## src/rtl/uart_tx_arbiter.sv

```systemverilog
// Shares one UART sender among NUM_REQ byte requesters: round-robin grant, one-cycle Ack, send watchdog.
// Define UART_TX_ARB_FIXED_PRIORITY_EN for fixed priority (requester 0 highest) instead of round-robin.
module uart_tx_arbiter #(
  parameter int                   NUM_REQ   = 2,
  parameter int                   TIMEOUT_W = 16,
  parameter logic [TIMEOUT_W-1:0] TIMEOUT   = 16'd50000
) (
  input  logic                 Clk_100M,
  input  logic                 Reset,
  input  logic [NUM_REQ-1:0]   Req,
  input  logic [8*NUM_REQ-1:0] Req_Data,
  output logic [NUM_REQ-1:0]   Ack,
  output logic [NUM_REQ-1:0]   Grant,
  output logic [7:0]           Tx_Data,
  output logic                 Tx_Send,
  input  logic                 Tx_Busy,
  output logic                 Timeout_Err
);

  localparam int                   IW   = (NUM_REQ > 1) ? $clog2(NUM_REQ) : 1;
  localparam logic [TIMEOUT_W-1:0] TMAX = TIMEOUT - 1'b1;

  typedef enum logic [1:0] {S_IDLE, S_SEND, S_DRAIN} state_e;

  state_e                      state_q, state_d;
  logic [NUM_REQ-1:0]          grant_q, grant_d;
  logic [NUM_REQ-1:0]          ack_q, ack_d;
  logic [7:0]                  data_q, data_d;
  logic                        send_q, send_d;
  logic                        terr_q, terr_d;
  logic [TIMEOUT_W-1:0]        timer_q, timer_d;
  logic [IW-1:0]               win;
  logic [NUM_REQ-1:0][7:0]     req_byte;

  for (genvar g = 0; g < NUM_REQ; g++) begin : g_unpack
    assign req_byte[g] = Req_Data[8*g +: 8];
  end

`ifdef UART_TX_ARB_FIXED_PRIORITY_EN
  always_comb begin
    win = '0;
    for (int i = NUM_REQ-1; i >= 0; i--)
      if (Req[i]) win = IW'(i);
  end
`else
  logic [IW-1:0] last_q, last_d;

  // Search from last_grant+1 upward with wrap; walking k downward leaves the nearest hit.
  always_comb begin
    win = '0;
    for (int k = NUM_REQ; k >= 1; k--)
      if (Req[(int'(last_q) + k) % NUM_REQ]) win = IW'((int'(last_q) + k) % NUM_REQ);
  end

  always_comb begin
    last_d = last_q;
    if (state_q == S_IDLE && |Req && !Tx_Busy) last_d = win;
  end

  always_ff @(posedge Clk_100M) begin
    if (!Reset) last_q <= IW'(NUM_REQ-1);
    else        last_q <= last_d;
  end
`endif

  always_comb begin
    state_d = state_q;
    grant_d = grant_q;
    ack_d   = '0;
    data_d  = data_q;
    send_d  = send_q;
    terr_d  = 1'b0;
    timer_d = timer_q;
    case (state_q)
      S_IDLE: begin
        if (|Req && !Tx_Busy) begin
          data_d  = req_byte[win];
          send_d  = 1'b1;
          grant_d = NUM_REQ'(1) << win;
          timer_d = '0;
          state_d = S_SEND;
        end
      end
      S_SEND: begin
        timer_d = timer_q + TIMEOUT_W'(1);
        if (Tx_Busy) begin
          send_d  = 1'b0;
          ack_d   = grant_q;
          state_d = S_DRAIN;
        end else if (timer_q == TMAX) begin
          send_d  = 1'b0;
          grant_d = '0;
          terr_d  = 1'b1;
          state_d = S_IDLE;
        end
      end
      S_DRAIN: begin
        // Frame length of the sender bounds this wait; no watchdog here.
        if (!Tx_Busy) begin
          grant_d = '0;
          state_d = S_IDLE;
        end
      end
      default: state_d = S_IDLE;
    endcase
  end

  always_ff @(posedge Clk_100M) begin
    if (!Reset) begin
      state_q <= S_IDLE;
      grant_q <= '0;
      ack_q   <= '0;
      data_q  <= '0;
      send_q  <= 1'b0;
      terr_q  <= 1'b0;
      timer_q <= '0;
    end else begin
      state_q <= state_d;
      grant_q <= grant_d;
      ack_q   <= ack_d;
      data_q  <= data_d;
      send_q  <= send_d;
      terr_q  <= terr_d;
      timer_q <= timer_d;
    end
  end

  assign Ack         = ack_q;
  assign Grant       = grant_q;
  assign Tx_Data     = data_q;
  assign Tx_Send     = send_q;
  assign Timeout_Err = terr_q;

endmodule

```

## config.mk

```make
export PLATFORM = sky130hd
export DESIGN_NAME = uart_tx_arbiter
export DESIGN_NICKNAME = d
export VERILOG_FILES = /design/src/rtl/uart_tx_arbiter.sv
export SDC_FILE = /design/constraint.sdc
export NUM_CORES = 1
export LEC_CHECK = 0
export BUFFER_PORTS_ARGS = -buffer_cell sky130_fd_sc_hd__buf_2
export CAP_MARGIN = 20
export CORE_ASPECT_RATIO = 1.1
export CORE_MARGIN = 2
export CORE_UTILIZATION = 40
export CTS_CLUSTER_SIZE = 30
export DETAILED_ROUTE_END_ITERATION = 10
export SLEW_MARGIN = 20
export SYNTH_ARGS = -nofsm -noshare
export SYNTH_HDL_FRONTEND = slang
export SYNTH_SLANG_ARGS = --single-unit
```

## constraint.sdc

```tcl
create_clock -name Clk_100M -period 2.4 [get_ports Clk_100M]
set_clock_uncertainty 0.2 [all_clocks]
set_input_delay 0.36 -clock Clk_100M [delete_from_list [all_inputs] [get_ports Clk_100M]]
set_output_delay 0.36 -clock Clk_100M [all_outputs]
set_load 0.05 [all_outputs]
```

# Word level (Yosys, flattened, before mapping)
# Cells that the tools add are included.
[word_totals] register_bits=33 latch_bits=0 ramBits=0 rom_bits=0 inputBits=21 out_inout_bits=14 memories=0
[op_classes] addsub=3 n_mul=0 div=0 n_lt_le_gt_ge=3 n_eq_ne=8 shifts=1 muxes=26 bitwise=4 n_reduce_logical=15
[op_table] op="$pmux 16 s2" n=1
[op_table] op="$add 16x1->16 const B" n=1
[op_table] op="$eq 16x16->1 const B" n=1
[op_table] op="$mux 16" n=1
[op_table] op="$mux 8" n=2
[op_table] op="$mux 2" n=7
[op_table] op="$mux 1" n=12
[op_table] op="$pmux 2 s3" n=2
[op_table] op="$lt 2x3->1 const B" n=2
[op_table] op="$ne 2x2->1 const B" n=3
[op_table] op="$reduce_and 2->1" n=3
[op_table] op="$reduce_and 3->1" n=2
[op_table] op="$reduce_and 4->1" n=1
[op_table] op="$logic_and 1x1->1" n=3
[op_table] op="$ne 3x3->1 const B" n=1
[op_table] op="$reduce_bool 3->1" n=1
[op_table] op="$reduce_or 3->1" n=1
[op_table] op="$add 1x1->1 const B" n=2
[op_table] op="$and 1x1->1 const A" n=2
[op_table] op="$eq 2x1->1 const B" n=1
[op_table] op="$eq 2x2->1 const B" n=1
[op_table] op="$logic_not 2->1" n=1
[op_table] op="$lt 1x2->1 const B" n=1
[op_table] op="$ne 2x1->1 const B" n=1
[op_table] op="other kinds (6)" n=7

# Depth between registers and ports, before layout
# Gate-level depths: netlist of the first run.
[depth] ltp_word=10 depth_mapped=8 depth_no_buf=6

# Worst setup path after synthesis of the first run
# OpenSTA, ideal clock, no wires.
[synth_timing] kind="register to register" start="register state_q[0]" end="register timer_q[13]" setup_time_ps=134 arrival_ps=1625 required_time_ps=2066 path_slack_ps=440 stages_incl_launch_ff=9 n_path_buf=2 synth_period_minus_slack_ps=1960 path_cell_list="dfxtp_1 > inv_1 > ha_1 > buf_4 > and2b_1 > a21oi_4 > buf_4 > o311ai_1 > o41ai_2"
[synth_between] elab_chain_cells=3 word_cells_on_any_way=6 cone_classes="eq/ne (2); mux (1); reduce/logical (3)"
[synth_rtl] item="start: declaration" line_no="25" rtl="state_e state_q, state_d;"
[synth_rtl] item="start signal: assignment" line_no="118" rtl="state_q <= state_d;"
[synth_rtl] item="$eq 2x1->1 / $logic_not 2->1 (equally long branches)" line_no="74" rtl="case (state_q)"
[synth_rtl] item="$reduce_bool 2->1 (no line) / $ne 2x1->1 (equally long branches)"
[synth_rtl] item="$reduce_and 2->1 (no line)"
[synth_rtl] item="end signal: assignment" line_no="124" rtl="timer_q <= timer_d;"
[synth_rtl] item="end: declaration" line_no="31" rtl="logic [TIMEOUT_W-1:0] timer_q, timer_d;"
# Several ways; a longest one is shown, not always the timed one.
# A chain may end at the register's enable or synchronous reset.

# Worst setup path in the final report of the first run
[layout_timing] start="register state_q[1]" end="register timer_q[7]"
# Same word-level chain as after synthesis.

==> results of run 1 <==
## final timing paths
| kind | slack [ns] | startpoint | end | cells after the start |
|---|---|---|---|---|
| hold / removal | 0.12 | Reset | last_q | 2 |
| hold reg to reg | 0.26 | Grant[1] | Ack[1] | 2 |
| setup / recovery | 0.23 | state_q[1] | timer_q[7] | 6 |
| setup reg to reg | 0.23 | state_q[1] | timer_q[7] | 6 |
## placed cells by master (no fill, tap or decap), drive strengths merged, types with 3 or more instances in the layout
master,count
a211oi,8
a21oi,13
and4,3
buf,39
clkbuf,8
dfxtp,33
ha,4
inv,11
mux2i,13
nand2,13
nand2b,7
nand3,5
nand4,4
nor2,13
nor4,4
o21ai,6
o311ai,5
o31ai,6
o41ai,6
or3,3
or4,4
## state kept, by name, indices dropped and copies added, names as in the netlist
register and count:
Ack 2, state_q 2, Timeout_Err 1, Grant 2
Tx_Send 1, timer_q 16, Tx_Data 8, last_q 1
## metal layers
layer  routed length, um  vias to the layer above
met3                 155                        6
met1                1870                      714
met5                   0                        -
li1                    -                      799
met2                1790                       32
met4                  58                        0
## layout make-up
class | instances | area [um2]
flip-flops and latches | 33 | 661
well taps | 54 | 67.6
inverters | 11 | 41.3
multi-input cells | 138 | 997
repair buffers | 39 | 208
clock buffers | 8 | 80.1
fillers | 419 | 2230
## worst max-delay path, delay by kind of cell, from the launching register on
kind                     cells  cell delay, ns
AND/OR/NAND/NOR              2            0.83
adder cells (fa/ha/maj)      1            0.36
flip-flops                   1            0.31
AO/OA/AOI/OAI                2            0.32
buffers and inverters        1            0.08
## stage by stage
step                      power, uW  hold slack (ns)  utilization (%)
after global routing           1810            0.135             47.9
after global placement         1310            0.257             46.1
after CTS                      1720            0.117             47.9
final                          1700            0.121             47.9
after floorplan                1190            0.238                -
after detailed placement       1310            0.260             46.1
## cells by family after synthesis
kind of cell	Yosys count
and+or+nand+nor	64
AOI/OAI and AO/OA	56
DFF	33
buffers and inverters	22
muxes	13
adders and majority gates	4
xor gates and xnor gates	1
## report_power, final
part           total (uW)  switching [uW]  leakage (uW)  internal (uW)
Clock                 399             193     0.0000395            206
Combinational         662             461      0.000461            201
Sequential            643            35.6      0.000269            608
==> reports/results.ini, run 1 <==
[synth]
synth_compound_area_share_pct=24.4
netlist_area_um2=1760
synthAdderAreaFrac_pct=2.84
ys_types=47
syn_avg_cell_area_um2=9.14
yosys-mux-area-fraction_pct=7.38
synthSimpleGateAreaFrac_pct=21.4
synth_edf_count=0
synthTopCellsByCount=dfxtp_1 (33), mux2i_1 (13), nand2_1 (13), a21oi_1 (12), nor2_1 (12)
synth_xor_xnor_area_share_pct=0.496
yosys.area.top_type=dfxtp_1
synth_top_family_by_area=compound AO/OA/AOI/OAI gates
ys.flop_type=dfxtp_1
yosysMostFrequentCell=dfxtp_1
syn-num-nets=218
yosysSeqAreaShare_pct=37.4
netlist_instances=193
synthTopCellsByArea=dfxtp_1 (37%), mux2i_1 (7.4%), a21oi_1 (3.4%)
async_reset_ff_share_pct=0
synth_top_area_share_pct=37.4
synth.ff_latch_count=33
yosys_warnings=0

[detailed_routing]
wl_per_cell_um=13.7
first_pass_iters=4
totalWireLength_mm=3.87
ant_nets=0
drt-initial-drc-count=59
via_count=1551
drt-vias-per-instance=5.48
drc_errors=0

[layout]
final_cells=283
fin_area_um2=2050
syn_to_final_growth_pct=16.5
drive_gt1_share_pct=23.6
antenna_cells=0
fin_nets=253

[global_routing]
grt_remaining_overflow=0
grt_pass1_wl_mm=6.58
grt_use_met3_pct=4.59
antenna_found_initial=0
gr-usage-met1_pct=21.6
gr-usage-all-layers_pct=17.2
grt.met2_usage_pct=28.2
grt.busiest_layer=met2
grt_pass1_vias=1454
grt_start_max_net_pins=27

[placed_design]
io_buffers=34
dpl-instance-area_um2=1970
post-place-ws_ns=0.318
place.gp.congestion=0.872
hpwl_mm=2.70
dp.cells=275

[setup_path]
crit_required_ns=2.41
arrival_ns=2.18
path_cells=inv_1 > ha_1 > and2b_1 > a21oi_4 > or4_1 > a21oi_1
cp_slowest_cell=or4_1
critPathMaxStageDelay_ns=0.56
crit_type=register to register
cp_max_fo=26
critPathLaunchType=register
cp-end-kind=register

[clock_network]
cts_tree=yes
post_cts_buffers=0
max-clock-path-buffers=2
cts-buffers-inserted=5
insertion_delay_ns=0.28
hold_buffers=0
cts.clk_slew.worst_paths_ns=0.07
cts.repair.resized=0
htree_levels=2
root_buffer=clkbuf_8
cts.sinks=33

[pwr]
peakVddDrop_v=0.000451
p_leak_uw=0.000769
power_density_nw_per_um2=830

[timing]
slew_headroom_pct=56.2
setup_ws_ns=0.226
rsz0062_at_grt=no
worst_slew_pin_slew_ns=0.655
hold_violations=0
fin_crit_sh_pct=90.6
setup-violations-final=0
max_freq_ghz=0.460
drv_slew=0
finalWorstPathRequiredPeriod_ns=2.17
fin_tns_setup_ns=0

[die]
die_y_um=73.7
start_util_pct=41.2
die_x_um=67.3
core_um2=4290
boundaryPins=35
die_area_um2=4960
fp-row-count=25

[min_path]
hp-class=input pin to register

[flow_run]
cap_violations=0

[status]
outcome=complete, no violations

No activity file was read; power rests on OpenSTA's default activity.
==> run 2, diff against run 1 <==
- clock period: 2.4 -> 2.1 ns (I/O delays scaled with it)
==> run 2 against run 1 <==
- via count is 2.6% higher
- count of clock-buffer cells in the layout is 1 lower
- maximum frequency is 11% higher
- final cell count is 1.4% higher
- combinational power is 21% higher
- first-iteration DRC count is 37% higher
- core utilization is 1.5 points higher
- hold slack worse by 0.045 ns
- power is 21% higher
- global-route usage is 0.12 points higher
- critical endpoint is now timer_q[5]
==> reports/results.ini, run 2 (synthesized netlist as in run 1, its figures left out) <==
[status]
outcome=complete, no violations

[die]
start_util_pct=41.2  ; unchanged
boundaryPins=35  ; unchanged
fp-row-count=25  ; unchanged
die_area_um2=4960  ; unchanged
die_x_um=67.3  ; unchanged
die_y_um=73.7  ; unchanged
core_um2=4290  ; unchanged

[timing]
fin_crit_sh_pct=92.9  ; +2.3 points
fin_tns_setup_ns=0  ; unchanged
max_freq_ghz=0.513  ; +11%
setup-violations-final=0  ; unchanged
hold_violations=0  ; unchanged
slew_headroom_pct=72.6  ; +16 points
finalWorstPathRequiredPeriod_ns=1.95  ; -0.223 ns
worst_slew_pin_slew_ns=0.405  ; -0.250 ns
drv_slew=0  ; unchanged
rsz0062_at_grt=no

[global_routing]
gr-usage-all-layers_pct=17.3  ; +0.12 points
grt_start_max_net_pins=27  ; unchanged
grt_pass1_wl_mm=6.55  ; -0.41%
antenna_found_initial=0  ; unchanged
grt_remaining_overflow=0  ; unchanged
grt_pass1_vias=1451  ; -0.21%

[clock_network]
cts.sinks=33  ; unchanged
cts_tree=yes
htree_levels=2  ; unchanged
insertion_delay_ns=0.29  ; about the same
max-clock-path-buffers=2  ; unchanged
cts.clk_slew.worst_paths_ns=0.07  ; about the same
cts-buffers-inserted=5  ; unchanged
cts.repair.resized=0  ; unchanged
post_cts_buffers=0  ; unchanged
hold_buffers=0  ; unchanged
root_buffer=clkbuf_8

[layout]
fin_nets=257  ; +1.6%
antenna_cells=0  ; unchanged
drive_gt1_share_pct=26.6  ; +3.0 points
largest_reg_flops=16  ; unchanged
mostFrequentLayoutCell=buf_2
largest-register=timer_q
layout_common_cells=buf_2 (34), dfxtp_1 (33), nand2_1 (13), mux2i_1 (13)
fin_area_um2=2120  ; +3.0%
final_core_util_pct=49.4  ; +1.5 points
syn_to_final_growth_pct=20.0

[detailed_routing]
drt-vias-per-instance=5.54  ; +1.1%
drc_errors=0  ; unchanged
via_count=1591  ; +2.6%
first_pass_iters=4  ; unchanged
ant_nets=0  ; unchanged
totalWireLength_mm=3.89  ; +0.62%
wl_per_cell_um=13.6  ; -0.78%
drt-initial-drc-count=81  ; +37%

[setup_path]
critPathLaunchType=register
critPathMaxStageDelay_ns=0.52  ; -0.04 ns
arrival_ns=1.97  ; -0.21 ns
crit_type=register to register
crit_required_ns=2.12  ; -0.29 ns
cp_slowest_cell=or4_1
path_cells=inv_1 > ha_1 > and2b_4 > a21oi_4 > or4_1 > a21oi_1
crit_buf_inv=1  ; unchanged
cp_max_fo=13  ; -50%
cp-end-kind=register
critPathTopFamily=simple AND/OR/NAND/NOR gates

[placed_design]
dpl-instance-area_um2=2000  ; +1.1%
io_buffers=34  ; unchanged
hpwl_mm=2.67  ; -0.95%
place.gp.congestion=0.781  ; -10%

[pwr]
power_density_nw_per_um2=976  ; +18%
total_power_uw=2070  ; +21%
peakVddDrop_v=0.000646  ; +43%
p_leak_uw=0.000800  ; +4.1%

[min_path]
hp-class=input pin to register

[flow_run]
cap_violations=0  ; unchanged

==> run 2: path summary, 6_finish.rpt <==
path              start          to  slack (ns)  cells after the start
max reg2reg  state_q[0]  timer_q[5]        0.15                      6
min               Reset      last_q        0.08                      2
max          state_q[0]  timer_q[5]        0.15                      6
min reg2reg    Grant[0]      Ack[0]        0.26                      2
==> run 2: worst register-to-register path: stages, from the launching register on <==
cell	delay [ns]
dfxtp_1	0.36
inv_1	0.07
ha_1	0.20
and2b_4	0.31
a21oi_4	0.09
or4_1	0.52
a21oi_1	0.14
==> run 2: layout make-up <==
cell class / count / area (um2)
fillers: 400 / 2170
clock buffers: 7 / 96.3
flip-flops and latches: 33 / 661
clock inverters: 1 / 5.00
repair buffers: 42 / 230
inverters: 11 / 41.3
multi-input cells: 139 / 1020
well taps: 54 / 67.6
==> run 2: routing by layer <==
metal  GRT usage (%)  part of all wire [%]  vias up
li1                -                     -      816
met1            23.3                    49      726
met2            26.2                    45       38
met3            4.59                   4.9       11
met4            7.03                   1.9        0
met5               0                     0        -
==> run 2: where the power goes <==
part | total (uW) | switching, uW | internal [uW] | leakage (uW)
registers | 734 | 40.1 | 694 | 0.000269
logic | 799 | 549 | 250 | 0.000477
clock network | 533 | 237 | 296 | 0.0000542
==> run 2: per-stage QoR <==
stage	hold slack, ns	instances	setup WS [ns]
floorplan	0.193	193	0.140
global placement	0.256	278	0.170
detailed placement	0.256	278	0.129
CTS	0.0716	286	0.125
global route	0.0934	287	0.0148
finish	0.0756	287	0.149
==> run 3, diff against run 2 <==
- BUFFER_PORTS_ARGS: -buffer_cell sky130_fd_sc_hd__buf_2 -> not set
- DONT_BUFFER_PORTS: not set -> 1
==> run 3 against run 2 <==
- clock power down 9.6%
- non-clock buffer count down 28
- via count shrank 1.3%
- maximum frequency shrank 2.2%
- setup slack lost 0.044 ns
- wire length up 10%
- sequential cell count is the same
- sequential power grew 24%
- count of clock-buffer cells in the layout stayed put
- power down 3.4%
- global-route usage up 1.1 points
- sequential share of layout area grew 2.3 points
- largest cell class unchanged
- largest power group is now registers
==> reports/results.ini, run 3 (synthesized netlist as in run 1, its figures left out) <==
[timing]
worst_slew_pin_slew_ns=0.563  ; +0.158 ns
fin_tns_setup_ns=0  ; unchanged
holdWs_ns=0.0236  ; -0.0520 ns
finalWorstPathRequiredPeriod_ns=1.99  ; +0.0436 ns
max_freq_ghz=0.501  ; -2.2%
setup_ws_ns=0.106  ; -0.0436 ns
fin_crit_sh_pct=95.0  ; +2.1 points
slew_headroom_pct=62.4  ; -10 points
setup-violations-final=0  ; unchanged
hold_violations=0  ; unchanged
drv_slew=0  ; unchanged

[pwr]
peakVddDrop_v=0.000544  ; -16%
p_leak_uw=0.000667  ; -17%
power_density_nw_per_um2=1010  ; +3.6%

[layout]
largest-register=timer_q
largest_reg_flops=16  ; unchanged
drive_gt1_share_pct=15.2  ; -11 points
fillCellCount=414  ; +3.5%
antenna_cells=0  ; unchanged
syn_to_final_growth_pct=11.9
mostFrequentLayoutCell=dfxtp_1
fin_nets=229  ; -11%
layout_common_cells=dfxtp_1 (32), nand2_1 (13), mux2i_1 (13)

[detailed_routing]
drt-vias-per-instance=6.09  ; +9.8%
ant_nets=0  ; unchanged
drt-initial-drc-count=128  ; +58%
wl_per_cell_um=16.6  ; +23%
first_pass_iters=4  ; unchanged
totalWireLength_mm=4.29  ; +10%
via_count=1570  ; -1.3%
drc_errors=0  ; unchanged

[placed_design]
post-place-ws_ns=0.0763  ; -0.0527 ns
hpwl_mm=2.96  ; +11%
io_buffers=0  ; -100%
place.gp.congestion=0.819  ; +5.0%

[flow_run]
cap_violations=0  ; unchanged

[clock_network]
cts.sinks=33  ; unchanged
htree_levels=2  ; unchanged
root_buffer=clkbuf_8
cts_tree=yes
max-clock-path-buffers=2  ; unchanged
cts-buffers-inserted=5  ; unchanged
cts.clk_slew.worst_paths_ns=0.06  ; about the same
insertion_delay_ns=0.28  ; about the same

[die]
die_x_um=67.3  ; unchanged
fp-row-count=25  ; unchanged
boundaryPins=35  ; unchanged
start_util_pct=41.2  ; unchanged
die_area_um2=4960  ; unchanged
die_y_um=73.7  ; unchanged
core_um2=4290  ; unchanged

[global_routing]
grt_remaining_overflow=0  ; unchanged
grt_pass1_vias=1552  ; +7.0%
grt_pass1_wl_mm=6.99  ; +6.7%
antenna_found_initial=0  ; unchanged
gr-usage-all-layers_pct=18.4  ; +1.1 points
grt_start_max_net_pins=24  ; -11%

[setup_path]
crit_buf_inv=1  ; unchanged
critPathMaxStageDelay_ns=0.54  ; +0.02 ns
crit_required_ns=2.11  ; about the same
critPathTopFamily=simple AND/OR/NAND/NOR gates
cp_max_fo=11  ; -2
critPathLaunchType=register
arrival_ns=2.01  ; +0.04 ns
cp-end-kind=register
path_cells=inv_1 > ha_1 > and2b_2 > a21oi_2 > or4_1 > a21oi_1
cp_slowest_cell=or4_1
crit_type=register to register

[min_path]
hp-class=input pin to register

[status]
outcome=complete, no violations

-- run 3: cell type report --
class	count	area [um2]	area share, %
repair buffers	14	110	5.58
multi-input cells	139	1010	51.0
inverters	11	41.3	2.09
clock buffers	7	86.3	4.37
flip-flops and latches	33	662	33.5
well taps	54	67.6	3.42
-- run 3: final timing paths --
kind / start / to / slack [ns] / cells after the start
hold / removal: Reset / state_q[1] / 0.02 / 2
setup reg to reg: state_q[0] / timer_q[6] / 0.11 / 6
setup / recovery: state_q[0] / timer_q[6] / 0.11 / 6
hold reg to reg: state_q[0] / state_q[0] / 0.28 / 2
-- run 3: report_power, final --
group	internal, uW	switching, uW	total (uW)
clock network	260	222	482
registers	696	216	912
logic	234	368	602
total	1190	806	2000
-- run 3: routing by layer --
layer | vias up | share of wire (%) | track usage (%)
met3 | 9 | 4.7 | 5.67
li1 | 756 | - | -
met1 | 763 | 42 | 21.2
met2 | 42 | 51 | 31.8
met4 | 0 | 2.0 | 7.03
met5 | - | 0 | 0
-- run 3: timing repair --
action / 4_1_cts / 5_1_grt
hold buffers: 2 / 0
resized for setup: 0 / 2
buffers inserted: 0 / 3
setup endpoints to repair: 0 / 7
endpoints found under the hold margin: 4 / 0
-- run 3: per-stage QoR --
step | utilization [%] | instances | area [um2] | total power [uW]
after global placement | 42.8 | 245 | 1830 | 1450
after global routing | 46.1 | 258 | 1970 | 2120
after detailed placement | 42.8 | 245 | 1830 | 1480
final | 46.1 | 258 | 1970 | 2000
after floorplan | - | 193 | 1760 | 1360
after CTS | 45.3 | 254 | 1940 | 1960
-- run 3: worst reg2reg max path: cells and delay by family, from the launching register on --
kind            cells  cell delay [ns]
compound gates      2             0.28
fa+ha+maj           1             0.22
buf+inv             1             0.06
flops               1             0.34
simple gates        2             0.83
